[config.mk]
export PLATFORM = sky130hd
export DESIGN_NAME = mux4_rr_arbiter
export DESIGN_NICKNAME = d
export VERILOG_FILES = /design/src/rtl/mux4_rr_arbiter_pkg.sv /design/src/rtl/mux4_rr_arbiter_rr_pick4.sv /design/src/rtl/mux_4_1.sv /design/src/rtl/mux4_rr_arbiter.sv
export SDC_FILE = /design/constraint.sdc
export NUM_CORES = 1
export LEC_CHECK = 0
export CAP_MARGIN = 20
export CORE_MARGIN = 2
export CORE_UTILIZATION = 31
export DETAILED_ROUTE_END_ITERATION = 7
export HOLD_SLACK_MARGIN = 0.15
export PLACE_DENSITY = 0.68
export SLEW_MARGIN = 20
export SYNTH_ARGS = -nofsm -noshare
export SYNTH_HDL_FRONTEND = slang
export SYNTH_SLANG_ARGS = --single-unit
[constraint.sdc]
create_clock -name clk -period 2 [get_ports clk]
set_input_delay 0.2 -clock clk [delete_from_list [all_inputs] [get_ports clk]]
set_output_delay 0.2 -clock clk [all_outputs]
set_load 0.005 [all_outputs]
[src/rtl/mux4_rr_arbiter_pkg.sv]
// mux4_rr_arbiter_pkg: shared constants and state encoding for the 4-way round-robin arbiter
package mux4_rr_arbiter_pkg;
  localparam int NUM_REQ = 4;
  localparam int DEF_WIDTH = 8;
  localparam int DEF_MAX_BEATS = 16;
  typedef enum logic {ST_IDLE = 1'b0, ST_BUSY = 1'b1} state_t;
endpackage

[src/rtl/mux4_rr_arbiter_rr_pick4.sv]
// rr_pick4: first requester found searching last+1, last+2, ... modulo 4
module rr_pick4
  import mux4_rr_arbiter_pkg::*;
(
  input  logic [NUM_REQ-1:0] req,
  input  logic [1:0]         last,
  output logic               found,
  output logic [1:0]         idx
);
  logic [1:0] k;
  // Walk from farthest to nearest so the nearest hit overwrites earlier ones
  always_comb begin
    found = 1'b0;
    idx = 2'd0;
    k = 2'd0;
    for (int i = NUM_REQ; i >= 1; i--) begin
      k = last + 2'(i);
      if (req[k]) begin
        found = 1'b1;
        idx = k;
      end
    end
  end
endmodule

[src/rtl/mux_4_1.sv]
// mux_4_1: single-bit 4:1 multiplexer primitive
module mux_4_1 (
  input  logic [3:0] d,
  input  logic [1:0] s,
  output logic       y
);
  assign y = d[s];
endmodule

[src/rtl/mux4_rr_arbiter.sv]
// mux4_rr_arbiter: packet-granular round-robin arbiter steering 4 valid/ready ports onto one
module mux4_rr_arbiter
  import mux4_rr_arbiter_pkg::*;
#(
  parameter int WIDTH = DEF_WIDTH,
  parameter int MAX_BEATS = DEF_MAX_BEATS,
  parameter int CNT_W = 5
) (
  input  logic                       clk,
  input  logic                       rst,
  input  logic [NUM_REQ*WIDTH-1:0]   in_data,
  input  logic [NUM_REQ-1:0]         in_valid,
  input  logic [NUM_REQ-1:0]         in_last,
  output logic [NUM_REQ-1:0]         in_ready,
  output logic [WIDTH-1:0]           out_data,
  output logic                       out_valid,
  output logic                       out_last,
  input  logic                       out_ready,
  output logic [NUM_REQ-1:0]         grant,
  output logic [1:0]                 sel,
  output logic                       busy
);
  state_t state, state_n;
  logic [NUM_REQ-1:0] grant_n;
  logic [1:0] sel_n, last, last_n, idx;
  logic [CNT_W-1:0] cnt, cnt_n;
  logic found, xfer, rel;

  rr_pick4 u_pick (.req(in_valid), .last(last), .found(found), .idx(idx));

  assign busy = state == ST_BUSY;
  assign out_valid = busy & in_valid[sel];
  assign out_last = busy & in_last[sel];
  assign in_ready = busy ? (NUM_REQ'(out_ready) << sel) : '0;
  assign xfer = out_valid & out_ready;
  // The transfer in flight is beat cnt+1, so the cap is hit when cnt reaches MAX_BEATS-1
  assign rel = xfer & (in_last[sel] | cnt == CNT_W'(MAX_BEATS - 1));

  for (genvar b = 0; b < WIDTH; b++) begin : g_mux
    mux_4_1 u_mux (
      .d({in_data[3*WIDTH+b], in_data[2*WIDTH+b], in_data[WIDTH+b], in_data[b]}),
      .s(sel),
      .y(out_data[b])
    );
  end

  always_ff @(posedge clk) begin
    if (rst) begin
      state <= ST_IDLE;
      grant <= '0;
      sel <= 2'd0;
      last <= 2'd3;
      cnt <= '0;
    end else begin
      state <= state_n;
      grant <= grant_n;
      sel <= sel_n;
      last <= last_n;
      cnt <= cnt_n;
    end
  end

  always_comb begin
    state_n = state;
    grant_n = grant;
    sel_n = sel;
    last_n = last;
    cnt_n = cnt;
    if (!busy) begin
      if (found) begin
        state_n = ST_BUSY;
        grant_n = NUM_REQ'(1) << idx;
        sel_n = idx;
        cnt_n = '0;
      end
    end else if (rel) begin
      state_n = ST_IDLE;
      grant_n = '0;
      last_n = sel;
      cnt_n = '0;
    end else if (xfer) begin
      cnt_n = (cnt == CNT_W'(MAX_BEATS)) ? cnt : cnt + 1'b1;
    end
  end
endmodule

# == Word level (Yosys, flattened, before mapping) ==
# Index checks and enable logic that the tools add are counted.
# classes
addsub,4
magnitude_cmp,5
n_eq_ne,5
shifts,2
n_mux,48
bitwise,6
reduce_logical,5
# op_table
operator,count
$bmux 1 s2,14
$mux 5,5
$mux 1,21
$mux 4,4
$lt 2x3->1 const B,5
$mux 2,4
$reduce_and 2->1,3
$add 5x1->5 const B,1
$eq 5x4->1 const B,1
$eq 5x5->1 const B,1
$add 2x2->2 const B,2
$and 1x1->1,4
$shl 1x2->4,1
$shl 1x2->4 const A,1
$ne 3x1->1 const B,1
$ne 3x3->1 const B,1
$reduce_and 3->1,1
$add 2x1->2 const B,1
$ne 2x1->1 const B,1
$reduce_bool 2->1,1
$not 1->1,1
$or 1x1->1,1
# word_totals
regBits,14
in_bits,43
output_inout_bits,21
wordCells,80

# == Logic depth before layout (Yosys ltp) ==
# logic_depth
depth_word,9
ltp_mapped,8

# == Cells and area by module ==
# Synthesis repeated with hierarchy kept, for this count alone.
# unflattened
hier_cells,120
area_unflattened_um2,1092.3
# by_module_without_submodules
mod,instances,cells_each,area_per_inst_um2
mux4_rr_arbiter,1,98,820.8
mux_4_1,8,1,22.5
rr_pick4,1,14,91.3

# == Worst setup path before layout ==
# Ideal clock, no wire load.
# synth_path
kind,register to register
startpoint,register cnt[0]
endpoint,register cnt[3]
setup_ns,0.074
arrival_time_ns,1.936
t_required_ns,1.926
path_slack_ns,-0.010
path_stages_with_launch,9
n_path_buf,0
cell_sequence,dfxtp_1 ha_1 and3_1 ha_1 nor2b_1 a22oi_2 a21boi_4 or4b_1 a31oi_1
# synth_between
elab_chain_len,5
word_cells_on_any_way,12
classes_between,1 x add/sub; 4 x eq/ne; 4 x mux; 2 x bitwise; 1 x reduce/logical
# synth_lines
element,line_no,source
"start, declared",mux4_rr_arbiter.sv:26,"logic [CNT_W-1:0] cnt, cnt_n;"
"start signal, assigned",mux4_rr_arbiter.sv:59,cnt <= cnt_n;
$add 5x1->5 or $eq 5x4->1 (tied branches),"mux4_rr_arbiter.sv:82, mux4_rr_arbiter.sv:37",
$mux 5 or $or 1x1->1 (tied branches),"mux4_rr_arbiter.sv:82, mux4_rr_arbiter.sv:37",
$mux 5 or $and 1x1->1 (tied branches),"mux4_rr_arbiter.sv:81, mux4_rr_arbiter.sv:37",
"$mux 5, or another cell as far along",mux4_rr_arbiter.sv:76,end else if (rel) begin
$mux 5 or $reduce_and 3->1 (tied branches),-,
# Parallel ways exist; a longest one is shown, timed or not. The select of a mux whose other input is x is not followed.
# A chain may end at the register's enable or synchronous reset.

# == Worst setup path in the final report ==
# layout_path
startpoint,register sel[0]
endpoint,register cnt[3]
# layout_between
elab_chain_len,7
word_cells_on_any_way,13
classes_between,2 x eq/ne; 6 x mux; 4 x bitwise; 1 x reduce/logical
# layout_lines
element,line_no,source
"start, declared",mux4_rr_arbiter.sv:20,"output logic [1:0] sel,"
"start signal, assigned",mux4_rr_arbiter.sv:57,sel <= sel_n;
$bmux 1 s2,mux4_rr_arbiter.sv:32,assign out_valid = busy & in_valid[sel];
$mux 1 (implied by the code),mux4_rr_arbiter.sv:32,
$and 1x1->1,mux4_rr_arbiter.sv:32,
$and 1x1->1,mux4_rr_arbiter.sv:35,assign xfer = out_valid & out_ready;
$and 1x1->1,mux4_rr_arbiter.sv:37,assign rel = xfer & (in_last[sel] | cnt == CNT_W'(MAX_BEATS - 1));
"$ne 3x3->1 (no line), or another cell as far along",-,
$reduce_and 3->1 (no line) or $mux 5 (tied branches),-,
# Parallel ways exist; a longest one is shown, timed or not. The select of a mux whose other input is x is not followed.

==> impl_metrics.yaml <==
timing:
  period_needed_ps: 1962
  fin_hold_ws_ps: 457.8
  hold_violations: 0
  skew_ps: 1.214
  report.final.slew_viol_count: 0
  max_clock_freq_mhz: 509.6
  period_share_pct: 98.12
  rsz0062_at_grt: "true"
  max_slew.worst_pin.slew_ps: 528.1
  finalSetupViolations: 0
  relSlewSlack_pct: 64.68
  setup_tns_ps: 0
power_and_ir_drop:
  intPower_uw: 749.7
  fin_total_pwr_mw: 1.022
  p_comb_share_pct: 41.9
  worst_ir_drop_vdd_mv: 0.3894
  leakage_nw: 0.7277
  seqPwrFrac_pct: 30.5
  powerDensity_nw_per_um2: 495.7
  p_sw_share_pct: 26.65
  clkPwrFrac_pct: 27.7
  power.switching_uw: 272.4
detailed_routing:
  routed_wl_um: 3394
  wl_per_cell_um: 13.97
  ant_nets: 0
  drt_iter0_markers: 11
  via_per_inst: 5.004
  drc_errors: 0
  vias: 1216
  dr.pass1.iters: 3
min_path:
  hold_path_class: "reg -> reg"
critical_path:
  critical_path.max_stage_delay_ps: 510
  cp-start-kind: "flop"
  crit_required_ps: 2170
  path_buf_inv: 2
  worstPathCellList: "clkbuf_16 -> mux2i_4 -> buf_4 -> o22ai_4 -> nor2_2 -> or4b_4 -> a31oi_1"
  crit_type: "reg -> reg"
  arrival_ps: 2130
  crit_path_end_kind: "flop"
  cp_slowest_cell: "or4b_4"
  crit_fanout: 6
  crit_family: "simple AND/OR/NAND/NOR gates"
floorplanning:
  start_util_pct: 31.71
  die_h_um: 64.74
  row_count: 22
  dieArea_um2: 4191
  io_pins: 64
  core_area_um2: 3606
  die_x_um: 64.74
cts:
  clk_pin_slew_ps: 60
  cts_root_buf: "clkbuf_8"
  cts_buffer_depth: 2
  cts_tree: "done"
  cts_buffers: 3
  worstSkewPairLatency_ps: 250
  cts_sinks: 14
  htree_levels: 1
  cts_hold_buf: 0
grt:
  grt_antenna_before_repair: 0
  grt_pass1_wl_um: 5112
  gr-total-overflow: 0
  grt_pass1_vias: 1173
  grt_max_degree: 18
  track_usage_pct: 15.35
logic_synthesis:
  ys_warn_count: 0
  synth_cells: 125
  synth_nets: 171
  synth.avg_cell_area_um2: 9.149
  ys_types: 37
  yosysSeqAreaShare_pct: 24.51
  synthesis.area_um2: 1144
  synth-seq-cells: 14
placed_design:
  hpwl_um: 2532
  gp_congestion: 0.8270
  place_area_um2: 1838
  port-buffer-count: 63
layout:
  num_antenna_cells: 0
  drive_above_1_share_pct: 24.62
  area_growth_pct: 80.31
  final_area_um2: 2062
  fin_nets: 242
outcome:
  outcome: "finished, final reports clean"
run:
  drv_cap: 0
per-layer routing:
metal | wire length [µm] | part of all wire [%] | vias up | GRT usage [%]
met3 | 328 | 9.7 | 5 | 5.382
met2 | 1563 | 46 | 54 | 27.06
met1 | 1471 | 43 | 566 | 17.53
met5 | 0 | 0 | - | 0
met4 | 30 | 0.88 | 0 | 3.989
li1 | - | - | 591 | -
cell type report:
cell class	count	area [µm²]
fill	327	1544
multi-input combinational	94	843.3
timing repair buffer	79	798.3
sequential	14	290.3
tap	48	60.06
clock buffer	4	55.05
inverter	4	15.01
timing repair:
action	in CTS	in global routing
resized for setup	3	18
cloned	0	2
pin swaps	2	4
buffers inserted	1	2
endpoints found under the setup margin	3	15
worst reg2reg max path, delay by kind of cell (launching register included):
kind / cells / cell delay, ps
AO/OA/AOI/OAI: 2 / 420
buffers and inverters: 2 / 320
flip-flops: 1 / 370
multiplexers: 1 / 190
AND/OR/NAND/NOR: 2 / 590
through the flow:
stage               setup WS [ps]  util, %  instances
CTS                       -0.9468    53.23        239
finish                      37.56    57.18        243
global route               -25.47    57.18        243
detailed placement         -36.98    50.97        234
floorplan                   12.26        -        125
global placement            57.34    50.97        234
power by group through the flow:
stage                     clock (mW)  combinational (mW)  sequential [mW]
after floorplan                    0               0.197            0.310
after global placement             0               0.373            0.314
after detailed placement           0               0.378            0.315
after CTS                      0.289               0.391            0.309
after global routing           0.306               0.459            0.315
final                          0.283               0.428            0.312
path summary, 6_finish.rpt:
path                            startpoint       end  slack, ps  depth (start not counted)
worst min-delay path              grant[3]  grant[3]        460                          2
worst max register to register      sel[0]    cnt[3]         40                          7
worst max-delay path                sel[0]    cnt[3]         40                          7
worst min register to register    grant[3]  grant[3]        460                          2
cell families after synthesis:
logic type	share of synthesized area [%]
AO/OA/AOI/OAI	17.07
flip-flops	24.51
multiplexers	20.24
AND/OR/NAND/NOR	25.60
adder cells (fa/ha/maj)	3.283
buffers and inverters	9.299
state kept, by name (all words and copies together), names as in the netlist:
signal and cells:
grant 4, last 2, busy 1, cnt 5, sel 2
cell usage in the layout, fill, tap and decap left out, types with 3 or more instances in the layout:
cell type / n
nor2_1: 16
or2b_1: 3
mux2i_4: 4
mux4_2: 8
nand3b_1: 6
a211oi_1: 3
nand2_1: 8
clkbuf_8: 4
buf_4: 13
dfxtp_1: 10
nand2b_1: 4
inv_1: 4
a21oi_1: 7
nand3_1: 3
clkdlybuf4s50_1: 63
synthesized netlist by cell type:
cell | count | area share, %
nor3_1 | 2 | 0.88
o22ai_1 | 1 | 0.55
nand2b_1 | 4 | 2.2
a211oi_1 | 3 | 2.0
or2b_1 | 3 | 2.0
o22ai_4 | 1 | 1.8
nor2b_1 | 3 | 1.6
or4b_1 | 1 | 0.88
mux4_2 | 8 | 16
mux2i_2 | 3 | 3.6
a211o_1 | 1 | 0.77
buf_6 | 1 | 0.98
a22oi_1 | 2 | 1.3
nand3_1 | 3 | 1.3
nor3b_1 | 1 | 0.66
nor2_1 | 17 | 5.6
buf_2 | 1 | 0.44
a32oi_1 | 1 | 0.77
nand3_2 | 1 | 0.88
dfxtp_1 | 14 | 25
a21oi_1 | 8 | 3.5
and3_1 | 3 | 1.6
a31oi_1 | 2 | 1.1
o21a_1 | 1 | 0.66
nand2_1 | 8 | 2.6
a21boi_4 | 1 | 1.6
inv_1 | 4 | 1.3
nor4bb_1 | 1 | 0.88
ha_1 | 3 | 3.3
clkbuf_1 | 2 | 0.66
nor2_2 | 1 | 0.55
mux2i_1 | 1 | 0.88
nand3b_1 | 6 | 3.9
a22oi_2 | 1 | 1.1
buf_4 | 9 | 5.9
a21o_1 | 2 | 1.3
o31ai_1 | 1 | 0.66
Note: power is estimated with default switching activity, not from simulation.
